File: src/rtl/alu_seq.sv
// Multi-cycle W-bit ALU: single-cycle ADD/LSH/RSH/XOR/AND plus iterative
// SHLN/SHRN (one bit per cycle) and an unsigned shift-add multiply.
module alu_seq #(
  parameter int W  = 8,
  parameter int AW = $clog2(W) + 1
) (
  input  logic         clk,
  input  logic         reset,
  input  logic         start,
  input  logic [2:0]   alu_cmd,
  input  logic [W-1:0] inA,
  input  logic [W-1:0] inB,
  input  logic         sc_i,
  output logic [W-1:0] rslt,
  output logic         sc_o,
  output logic         busy,
  output logic         done,
  output logic         state_dbg
);

  // Handshake: start is taken only while busy=0 (IDLE, including the done
  // cycle); busy covers the EXEC cycles; done pulses for one cycle when
  // rslt/sc_o update, and they hold until the next done.

  localparam logic [2:0] OP_ADD  = 3'b000;
  localparam logic [2:0] OP_LSH  = 3'b001;
  localparam logic [2:0] OP_RSH  = 3'b010;
  localparam logic [2:0] OP_XOR  = 3'b011;
  localparam logic [2:0] OP_AND  = 3'b100;
  localparam logic [2:0] OP_SHLN = 3'b101;
  localparam logic [2:0] OP_SHRN = 3'b110;
  localparam logic [2:0] OP_MUL  = 3'b111;

  typedef enum logic {IDLE = 1'b0, EXEC = 1'b1} state_t;

  state_t        state, state_nxt;
  logic [2:0]    op_q;
  logic [W-1:0]  a_q;
  logic [W-1:0]  acc;
  logic [W-1:0]  hi;
  logic          sc_q;
  logic [AW-1:0] cnt;

  logic [AW-1:0] n_amt;
  logic          multi;
  logic          accept;
  logic          finish;
  logic [W-1:0]  one_res;
  logic          one_sc;
  logic [W-1:0]  step_acc;
  logic [W-1:0]  step_hi;
  logic          step_sc;
  logic [W:0]    mul_sum;

  assign busy      = (state == EXEC);
  assign state_dbg = (state == EXEC);

  // Shift amounts beyond W are clamped; W steps already flush every bit.
  always_comb begin
    n_amt = inB[AW-1:0];
    if (inB[AW-1:0] > AW'(W)) n_amt = AW'(W);
    multi = (alu_cmd == OP_MUL) ||
            (((alu_cmd == OP_SHLN) || (alu_cmd == OP_SHRN)) && (n_amt != '0));
  end

  always_comb begin
    one_res = inA;
    one_sc  = 1'b0;
    case (alu_cmd)
      OP_ADD:  {one_sc, one_res} = {1'b0, inA} + {1'b0, inB} + {{W{1'b0}}, sc_i};
      OP_LSH:  {one_sc, one_res} = {inA, sc_i};
      OP_RSH:  {one_res, one_sc} = {sc_i, inA};
      OP_XOR:  one_res = inA ^ inB;
      OP_AND:  one_res = inA & inB;
      default: one_res = inA;
    endcase
  end

  // One iteration of the op in flight; MUL keeps {hi, acc} as the partial
  // product with the remaining multiplier bits in the low end of acc.
  always_comb begin
    step_acc = acc;
    step_hi  = hi;
    step_sc  = 1'b0;
    mul_sum  = {1'b0, hi} + (acc[0] ? {1'b0, a_q} : {(W+1){1'b0}});
    case (op_q)
      OP_SHLN: begin
        step_acc = {acc[W-2:0], sc_q};
        step_sc  = acc[W-1];
      end
      OP_SHRN: begin
        step_acc = {sc_q, acc[W-1:1]};
        step_sc  = acc[0];
      end
      default: begin
        step_hi  = mul_sum[W:1];
        step_acc = {mul_sum[0], acc[W-1:1]};
        step_sc  = |mul_sum[W:1];
      end
    endcase
  end

  always_comb begin
    state_nxt = state;
    accept    = 1'b0;
    finish    = 1'b0;
    case (state)
      IDLE: begin
        if (start) begin
          accept = 1'b1;
          if (multi) state_nxt = EXEC;
        end
      end
      EXEC: begin
        if (cnt == AW'(1)) begin
          finish    = 1'b1;
          state_nxt = IDLE;
        end
      end
      default: state_nxt = IDLE;
    endcase
  end

  always_ff @(posedge clk) begin
    if (reset) state <= IDLE;
    else       state <= state_nxt;
  end

  always_ff @(posedge clk) begin
    if (reset) begin
      rslt <= '0;
      sc_o <= 1'b0;
      done <= 1'b0;
      cnt  <= '0;
      op_q <= '0;
      a_q  <= '0;
      acc  <= '0;
      hi   <= '0;
      sc_q <= 1'b0;
    end else begin
      done <= 1'b0;
      if (accept) begin
        op_q <= alu_cmd;
        a_q  <= inA;
        sc_q <= sc_i;
        hi   <= '0;
        acc  <= (alu_cmd == OP_MUL) ? inB : inA;
        if (multi) begin
          cnt <= (alu_cmd == OP_MUL) ? AW'(W) : n_amt;
        end else begin
          cnt  <= '0;
          rslt <= one_res;
          sc_o <= one_sc;
          done <= 1'b1;
        end
      end else if (state == EXEC) begin
        acc <= step_acc;
        hi  <= step_hi;
        cnt <= cnt - AW'(1);
        if (finish) begin
          rslt <= step_acc;
          sc_o <= step_sc;
          done <= 1'b1;
        end
      end
    end
  end

endmodule

File: config.mk
export PLATFORM = sky130hd
export DESIGN_NAME = alu_seq
export DESIGN_NICKNAME = d
export VERILOG_FILES = /design/src/rtl/alu_seq.sv
export SDC_FILE = /design/constraint.sdc
export NUM_CORES = 1
export LEC_CHECK = 0
export ABC_AREA = 1
export BUFFER_PORTS_ARGS = -buffer_cell sky130_fd_sc_hd__buf_2
export CORE_ASPECT_RATIO = 0.5
export CORE_UTILIZATION = 30
export DETAILED_ROUTE_END_ITERATION = 16
export GPL_TIMING_DRIVEN = 0
export SYNTH_ARGS = -nofsm -noshare
export SYNTH_HDL_FRONTEND = slang
export SYNTH_SLANG_ARGS = --single-unit
File: constraint.sdc
create_clock -name clk -period 2.16 [get_ports clk]
set_input_delay 0.108 -clock clk [delete_from_list [all_inputs] [get_ports clk]]
set_output_delay 0.108 -clock clk [all_outputs]
set_load 0.03 [all_outputs]
# == Yosys cells after proc, flatten, opt, wreduce, memory -nomap -nowiden ==
# Index checks and enable logic that the tools add are counted.
# classes
add_sub_neg,4
magnitude_cmp,1
eq_ne,11
n_mux,33
bitwise,4
reduce_logical,12
# ops
op,count
$mux 8,8
$pmux 8 s5,1
$mux 4,5
$add 8x8->9,2
$eq 3x3->1 const B,6
$pmux 8 s2,1
$mux 1,15
$add 9x1->9,1
$and 8x8->8,1
$reduce_or 8->1,1
$xor 8x8->8,1
$eq 3x2->1 const B,2
$eq 4x1->1 const B,1
$gt 4x4->1 const B,1
$pmux 1 s2,2
$reduce_bool 2->1,2
$reduce_bool 4->1,1
$reduce_or 2->1,2
$sub 4x1->4 const B,1
$eq 3x1->1 const B,1
$logic_not 3->1,1
$pmux 1 s3,1
$reduce_and 3->1,1
$logic_or 1x1->1,2
other kinds (4),5
# totals
ff_bits,43
input_bits,23
out_inout_bits,12

# == Logic depth before layout (Yosys ltp) ==
# Gate-level depths: netlist of run 1.
# depth
depth_word,8
depth_mapped,20
depth_no_buf,19

# == Worst setup path after synthesis of run 1 ==
# Ideal clock, no wire load.
# synth_path
path_type,register to register
from,register acc[0]
to,register sc_o
setup_time_ps,109
t_arrival_ps,1939
required_time_ps,2051
path_slack_ps,113
stages_incl_launch_ff,20
path_cell_list,dfxtp_1 clkbuf_1 nand2_1 inv_1 ha_1 fa_1 nand2_1 nand2_1 nand3_1 nand3_1 nand2_1 nand2_1 nor2_1 nand2_1 nand2_1 nand2_1 nand2_1 nand3_1 nand2_1 inv_1
# synth_between
elab_chain_cells,7
# synth_rtl
element,line_no,rtl
"start, declared",39,logic [W-1:0] acc;
"start signal, assigned",147,acc <= (alu_cmd == OP_MUL) ? inB : inA;
"start signal, assigned",157,acc <= step_acc;
$mux 8,85,"mul_sum = {1'b0, hi} + (acc[0] ? {1'b0, a_q} : {(W+1){1'b0}});"
$add 8x8->9,85,
$reduce_or 8->1,98,step_sc = |mul_sum[W:1];
$pmux 1 s2 (*),86,case (op_q)
$mux 1 (*),160,if (finish) begin
$mux 1 (*),156,end else if (state == EXEC) begin
$mux 1 (*),142,if (accept) begin
"end signal, assigned",153,sc_o <= one_sc;
"end signal, assigned",162,sc_o <= step_sc;
"end, declared",15,"output logic sc_o,"
# Every way passes the cells marked *; elsewhere a longest branch is shown, timed or not. The select of a mux whose other input is x is not followed.
# A chain may end at the register's enable or synchronous reset.

# == Worst setup path after layout of run 1 ==
# Ends and elaborated chain as after synthesis.

==> impl_metrics.env, run 1 <==
export IMPL_slew_viol_final=0
export IMPL_total_leakage_power_uw=0.00190
export IMPL_cts_root_buf="sky130_fd_sc_hd__clkbuf_16"
export IMPL_layout_nets=573
export IMPL_syn_num_nets=529
export IMPL_ys_flop_type="sky130_fd_sc_hd__dfxtp_1"
export IMPL_multiInputGateArea_sq_mm=0.00192
export IMPL_max_slew_margin_rel=0.658
export IMPL_layout_commonest_cell="sky130_fd_sc_hd__nand2_1"
export IMPL_first_drt_iteration_drcs=225
export IMPL_drive_above_1_share=0.153
export IMPL_synth_enable_flop_cells=0
export IMPL_cts_hold_buf=0
export IMPL_dpl_instance_area_sq_mm=0.00348
export IMPL_placeableCoreArea_sq_mm=0.00979
export IMPL_crit_start="acc[0]$_SDFFE_PP0P_"
export IMPL_pwr_density_cell_mw_per_mm2=667
export IMPL_fill_cells=1082
export IMPL_min_clock_period_post_route_ns=2.03
export IMPL_ios=35
export IMPL_synth_ff_latch_count=43
export IMPL_max_slew_worst_pin_slew_ns=0.511
export IMPL_grt_max_degree=14
export IMPL_drt_vias_per_instance=5.06
export IMPL_tritoncts="done"
export IMPL_worst_hold_startpoint="alu_cmd[0]"
export IMPL_detailedRoute_firstPassIterationCount=4
export IMPL_start_kind="register"
export IMPL_finalCritPeriodShare=0.940
export IMPL_seq_area_frac_synth=0.274
export IMPL_route_detailed_drc=0
export IMPL_totalWireLength_mm=9.37
export IMPL_route_antenna_remaining_nets=0
export IMPL_postLayoutCellArea_sq_mm=0.00377
export IMPL_cts_path_max_buffers=2
export IMPL_hpwl_mm=7.29
export IMPL_fin_skew_ns=0.00554
export IMPL_worst_ep_arrival_time_ns=2.22
export IMPL_placement_setup_worst_slack_ns=-0.194
export IMPL_number_of_warning_messages_in_the_yosys_log=0
export IMPL_die_height_microns=74.4
export IMPL_synthCells=485
export IMPL_critical_path_peak_fanout=6
export IMPL_highest_count_cells_in_the_layout_ignoring_fill_and_taps="92 x sky130_fd_sc_hd__nand2_1, 82 x sky130_fd_sc_hd__inv_1, 49 x sky130_fd_sc_hd__o21ai_0, 49 x sky130_fd_sc_hd__a21oi_1, 42 x sky130_fd_sc_hd__dfxtp_1"
export IMPL_grt_remaining_overflow=0
export IMPL_final_weighted_congestion_of_routability_driven_global_placement=0.900
export IMPL_effective_utilization_at_floorplan=0.321
export IMPL_peakVddDrop_uv=299
export IMPL_htreeDepth=2
export IMPL_yosys_cell_types_count=35
export IMPL_final_hold_viols=0
export IMPL_groute_usage_overall=0.179
export IMPL_p_r_area_growth_vs_syn_pct=19.9
export IMPL_synthArstFlopShare=0
export IMPL_setup_ws_ns=0.130
export IMPL_critical_path_class="reg2reg"
export IMPL_worst_hold_path_type="in2reg"
export IMPL_area_sequential_sq_um=865
export IMPL_rows=25
export IMPL_clk_insertion_delay_late_ns=0.29
export IMPL_die_w_microns=147
export IMPL_grt_pass1_vias=3067
export IMPL_first_pass_grt_wire_length_mm=15.3
export IMPL_route_vias_total=3362
export IMPL_rr_startpoint="acc[0]$_SDFFE_PP0P_"
export IMPL_detail_route_wl_per_cell_microns=14.1
export IMPL_fmax_mhz=493
export IMPL_fp_dieArea_sq_mm=0.0109
export IMPL_number_of_buffers_added_by_the_clock_tree_synthesis_step=5
export IMPL_result_of_the_run="completed"
export IMPL_clock_sink_count=43
export IMPL_port_buffers=34
export IMPL_setup_worst_path_end_class="register"
export IMPL_antenna_cells=0
export IMPL_worst_setup_hold_path_clk_slew_ns=0.06
export IMPL_grt_antenna_before_repair=0
export IMPL_fin_util=0.385
export IMPL_timing_max_cap_violations=0
export IMPL_required_ns=2.35
export IMPL_synth_area_sq_mm=0.00315
export IMPL_average_size_of_a_mapped_cell_sq_um=6.49
export IMPL_setup_violations_final=0
-- synth_stat cells, drive strengths merged (4+ instances only) --
cell	number	area, sq um
a211oi	4	30.0
a21oi	51	259
a221oi	4	35.0
a31oi	5	31.3
buf	11	76.3
clkbuf	5	18.8
dfxtp	43	861
ha	18	225
inv	88	330
nand2	95	359
nand3	31	155
nand4	6	37.5
nor2	36	150
o211ai	9	67.6
o21ai	49	245
o22ai	7	43.8
o31ai	5	37.5
-- layout make-up --
cell class | instances | area share
clock inverter | 2 | 0.0159
inverter | 88 | 0.0876
timing repair buffer | 38 | 0.0541
tap | 135 | 0.0448
clock buffer | 6 | 0.0342
sequential | 43 | 0.229
multi-input combinational | 338 | 0.510
buffer | 15 | 0.0242
-- timing repair --
action	in CTS	in global routing
gates cloned	0	0
pin swaps	0	6
setup endpoints to repair	1	1
resized for setup	2	16
setup buffers	0	4
-- metrics by stage --
step / total power, uW / setup TNS [ns] / hold WS, ns / cells
2_1_floorplan: 1340 / 0 / 0.256 / 485
3_3_place_gp: 1520 / -0.177 / 0.419 / 654
3_5_place_dp: 1530 / -0.194 / 0.435 / 654
4_1_cts: 2500 / 0 / 0.129 / 661
5_1_grt: 2650 / -0.0186 / 0.136 / 665
6_report: 2510 / 0 / 0.135 / 665
-- layer usage --
| metal | GRT usage | wire (microns) | vias up |
|---|---|---|---|
| li1 | - | - | 1718 |
| met1 | 0.244 | 4870 | 1554 |
| met2 | 0.295 | 3970 | 74 |
| met3 | 0.0319 | 408 | 16 |
| met4 | 0.0417 | 120 | 0 |
| met5 | 0 | 0 | - |
-- state kept, by name, indices dropped and copies added, names as in the netlist --
name  flops
acc       8
cnt       4
op_q      3
a_q       8
sc_q      1
hi        8
busy      1
rslt      8
sc_o      1
done      1
-- worst max-delay path: stages, from the launching register on --
cell                      delay (ns)
sky130_fd_sc_hd__dfxtp_4        0.36
sky130_fd_sc_hd__nand2_1        0.06
sky130_fd_sc_hd__inv_1          0.06
sky130_fd_sc_hd__ha_4           0.16
sky130_fd_sc_hd__fa_2           0.37
sky130_fd_sc_hd__nand2_1        0.07
sky130_fd_sc_hd__nand2_1        0.06
sky130_fd_sc_hd__nand3_2        0.07
sky130_fd_sc_hd__nand3_1        0.06
sky130_fd_sc_hd__nand2_1        0.09
sky130_fd_sc_hd__nand2_1        0.06
sky130_fd_sc_hd__nor2_1         0.11
sky130_fd_sc_hd__nand2_1        0.07
sky130_fd_sc_hd__nand2_1        0.06
sky130_fd_sc_hd__nand2_1        0.05
sky130_fd_sc_hd__nand2_1        0.07
sky130_fd_sc_hd__nand3_2        0.06
sky130_fd_sc_hd__nand2_1        0.06
sky130_fd_sc_hd__inv_1          0.03
-- final timing paths --
check	depth (start not counted)	slack, ns	endpoint
worst min register to register	2	0.50	op_q[2]$_SDFFE_PP0P_
worst min-delay path	3	0.13	op_q[0]$_SDFFE_PP0P_
worst max register to register	18	0.13	sc_o$_SDFFE_PP0P_
worst max-delay path	18	0.13	sc_o$_SDFFE_PP0P_
-- report_power, final --
group,leakage (uW),internal [uW],total [uW],switching (uW)
Clock,0.0000911,663,976,313
Combinational,0.00145,216,632,416
Sequential,0.000355,863,905,41.5
-- kinds of logic (layout without fill, tap and decap cells) --
group | count (synthesis) | after routing | share of synthesized area
buffers and inverters | 104 | 149 | 0.135
xor gates and xnor gates | 2 | 2 | 0.00557
DFF | 43 | 43 | 0.274
and+or+nand+nor | 171 | 171 | 0.230
adders and majority gates | 21 | 21 | 0.0907
AOI/OAI and AO/OA | 144 | 144 | 0.265
Power figures use the tool's default switching activity.
==> run 2: changes to the inputs <==
- BUFFER_PORTS_ARGS: -buffer_cell sky130_fd_sc_hd__buf_2 -> default
- CTS_BUF_LIST: default -> sky130_fd_sc_hd__clkbuf_2 sky130_fd_sc_hd__clkbuf_4 sky130_fd_sc_hd__clkbuf_8
- DONT_BUFFER_PORTS: default -> 1
==> impl_metrics.env, run 2 (same netlist as run 1, synthesis figures left out) <==
export IMPL_grt_remaining_overflow=0
export IMPL_grt_pass1_vias=3029
export IMPL_critical_path_class="reg2reg"
export IMPL_route_detailed_drc=0
export IMPL_power_switching_share=0.355
export IMPL_first_drt_iteration_drcs=157
export IMPL_clock_sink_count=43
export IMPL_crit_path_end="sc_o$_SDFFE_PP0P_"
export IMPL_rrSetupSlack_ns=0.17
export IMPL_total_leakage_power_uw=0.00173
export IMPL_p_comb_frac=0.268
export IMPL_totalWireLength_mm=9.47
export IMPL_cts_root_buf="sky130_fd_sc_hd__clkbuf_8"
export IMPL_final_weighted_congestion_of_routability_driven_global_placement=0.892
export IMPL_die_height_microns=74.4
export IMPL_setup_violations_final=0
export IMPL_layout_nets=545
export IMPL_post_place_cells=620
export IMPL_worst_hold_startpoint="alu_cmd[2]"
export IMPL_port_buffers=0
export IMPL_groute_usage_overall=0.178
export IMPL_antenna_cells=0
export IMPL_fmax_mhz=503
export IMPL_drt_vias_per_instance=5.13
export IMPL_fin_skew_ns=0.0103
export IMPL_pwr_density_cell_mw_per_mm2=568
export IMPL_power_report_internal_total_uw=1310
export IMPL_ios=35
export IMPL_tritoncts="done"
export IMPL_drive_above_1_share=0.106
export IMPL_crit_start="acc[0]$_SDFFE_PP0P_"
export IMPL_regToRegEndpoint="sc_o$_SDFFE_PP0P_"
export IMPL_highest_count_cells_in_the_layout_ignoring_fill_and_taps="91 x sky130_fd_sc_hd__nand2_1, 80 x sky130_fd_sc_hd__inv_1, 49 x sky130_fd_sc_hd__o21ai_0, 48 x sky130_fd_sc_hd__a21oi_1, 42 x sky130_fd_sc_hd__dfxtp_1"
export IMPL_placeableCoreArea_sq_mm=0.00979
export IMPL_fill_cells=1061
export IMPL_worst_setup_hold_path_clk_slew_ns=0.08
export IMPL_grt_max_degree=13
export IMPL_worst_hold_path_type="in2reg"
export IMPL_cts_path_max_buffers=2
export IMPL_max_slew_margin_rel=0.658
export IMPL_timing_max_cap_violations=0
export IMPL_rows=25
export IMPL_detailedRoute_firstPassIterationCount=5
export IMPL_power_dissipated_by_switching_net_loads_uw=723
export IMPL_first_pass_grt_wire_length_mm=15.3
export IMPL_required_ns=2.37
export IMPL_slew_viol_final=0
export IMPL_result_of_the_run="completed"
export IMPL_number_of_buffers_added_by_the_clock_tree_synthesis_step=5
export IMPL_effective_utilization_at_floorplan=0.321
export IMPL_detail_route_wl_per_cell_microns=14.9
export IMPL_rr_startpoint="acc[0]$_SDFFE_PP0P_"
export IMPL_power_frac_clock=0.266
export IMPL_htreeDepth=2
export IMPL_peakVddDrop_uv=283
export IMPL_p_r_area_growth_vs_syn_pct=14.1
export IMPL_worst_r2r_cell_count=18
export IMPL_fin_util=0.367
export IMPL_grt_antenna_before_repair=0
export IMPL_min_clock_period_post_route_ns=1.99
export IMPL_start_kind="register"
export IMPL_final_hold_viols=0
export IMPL_setup_worst_path_end_class="register"
export IMPL_clk_insertion_delay_late_ns=0.31
export IMPL_final_cells=637
export IMPL_die_w_microns=147
export IMPL_max_slew_worst_pin_slew_ns=0.513
export IMPL_layout_commonest_cell="sky130_fd_sc_hd__nand2_1"
export IMPL_power_share_sequential=0.466
export IMPL_finalCritPeriodShare=0.920
export IMPL_fp_dieArea_sq_mm=0.0109
export IMPL_critical_path_peak_fanout=6
export IMPL_route_vias_total=3266
export IMPL_hpwl_mm=7.25
export IMPL_grt_setup_unrepaired="no"
export IMPL_worst_ep_arrival_time_ns=2.20
export IMPL_route_antenna_remaining_nets=0
-- run 2: critical path: stages, from the launching register on --
cell	delay, ns
sky130_fd_sc_hd__dfxtp_4	0.37
sky130_fd_sc_hd__buf_4	0.15
sky130_fd_sc_hd__nand2_1	0.07
sky130_fd_sc_hd__inv_2	0.06
sky130_fd_sc_hd__fa_2	0.37
sky130_fd_sc_hd__nand2_1	0.07
sky130_fd_sc_hd__nand2_1	0.07
sky130_fd_sc_hd__nand3_2	0.08
sky130_fd_sc_hd__nand3_2	0.06
sky130_fd_sc_hd__nand2_2	0.07
sky130_fd_sc_hd__nand2_1	0.05
sky130_fd_sc_hd__nor2_1	0.09
sky130_fd_sc_hd__nand2_1	0.07
sky130_fd_sc_hd__nand2_1	0.06
sky130_fd_sc_hd__nand2_1	0.04
sky130_fd_sc_hd__nand2_1	0.05
sky130_fd_sc_hd__nand3_1	0.07
sky130_fd_sc_hd__nand2_1	0.06
sky130_fd_sc_hd__inv_1	0.03
-- run 2: worst min-delay path by stage --
stage,endpoint,slack [ns],cells past startpoint
after CTS,op_q[2]$_SDFFE_PP0P_,0.002,2
after floorplan,op_q[0]$_SDFFE_PP0P_,0.26,2
final,op_q[2]$_SDFFE_PP0P_,0.001,2
after detailed placement,op_q[1]$_SDFFE_PP0P_,0.27,2
after global routing,op_q[2]$_SDFFE_PP0P_,0.006,2
after global placement,acc[3]$_SDFFE_PP0P_,0.27,3
-- run 2: per-layer routing --
layer | wire [microns] | global-route usage
met5 | 0 | 0
met4 | 153 | 0.0463
met3 | 532 | 0.0442
met2 | 4120 | 0.301
met1 | 4660 | 0.230
-- run 2: final cells by class --
cell class,instances,area [sq um],share of cell area
Sequential cell,43,865,0.241
Clock inverter,1,5.00,0.00139
Tap cell,135,169,0.0471
Timing Repair Buffer,10,90.1,0.0251
Inverter,88,330,0.0921
Clock buffer,7,83.8,0.0234
Buffer,15,91.3,0.0255
Multi-Input combinational cell,338,1950,0.545
-- run 2: repair_timing --
action,4_1_cts,5_1_grt
gates resized for setup,2,22
hold endpoints to repair,6,0
hold buffers,6,0
pin swaps,0,6
buffers inserted,0,4
setup endpoints to repair,1,1
-- run 2: through the flow --
step                      setup TNS (ns)  total power [uW]  worst slack, ns  instance area, sq um  hold slack [ns]
after floorplan                        0              1340            0.113                  3150            0.256
after CTS                              0              2020           0.0474                  3460          0.00199
final                                  0              2040            0.172                  3590          0.00139
after global routing                   0              2160           0.0101                  3590          0.00616
after detailed placement          -0.177              1470           -0.177                  3310            0.274
after global placement            -0.159              1470           -0.159                  3310            0.266
-- run 2: power by group through the flow --
stage	Sequential (uW)	Clock (uW)	Combinational, uW
after CTS	948	550	518
after detailed placement	961	0	511
after floorplan	947	0	397
final	949	542	546
after global placement	960	0	508
after global routing	959	581	618
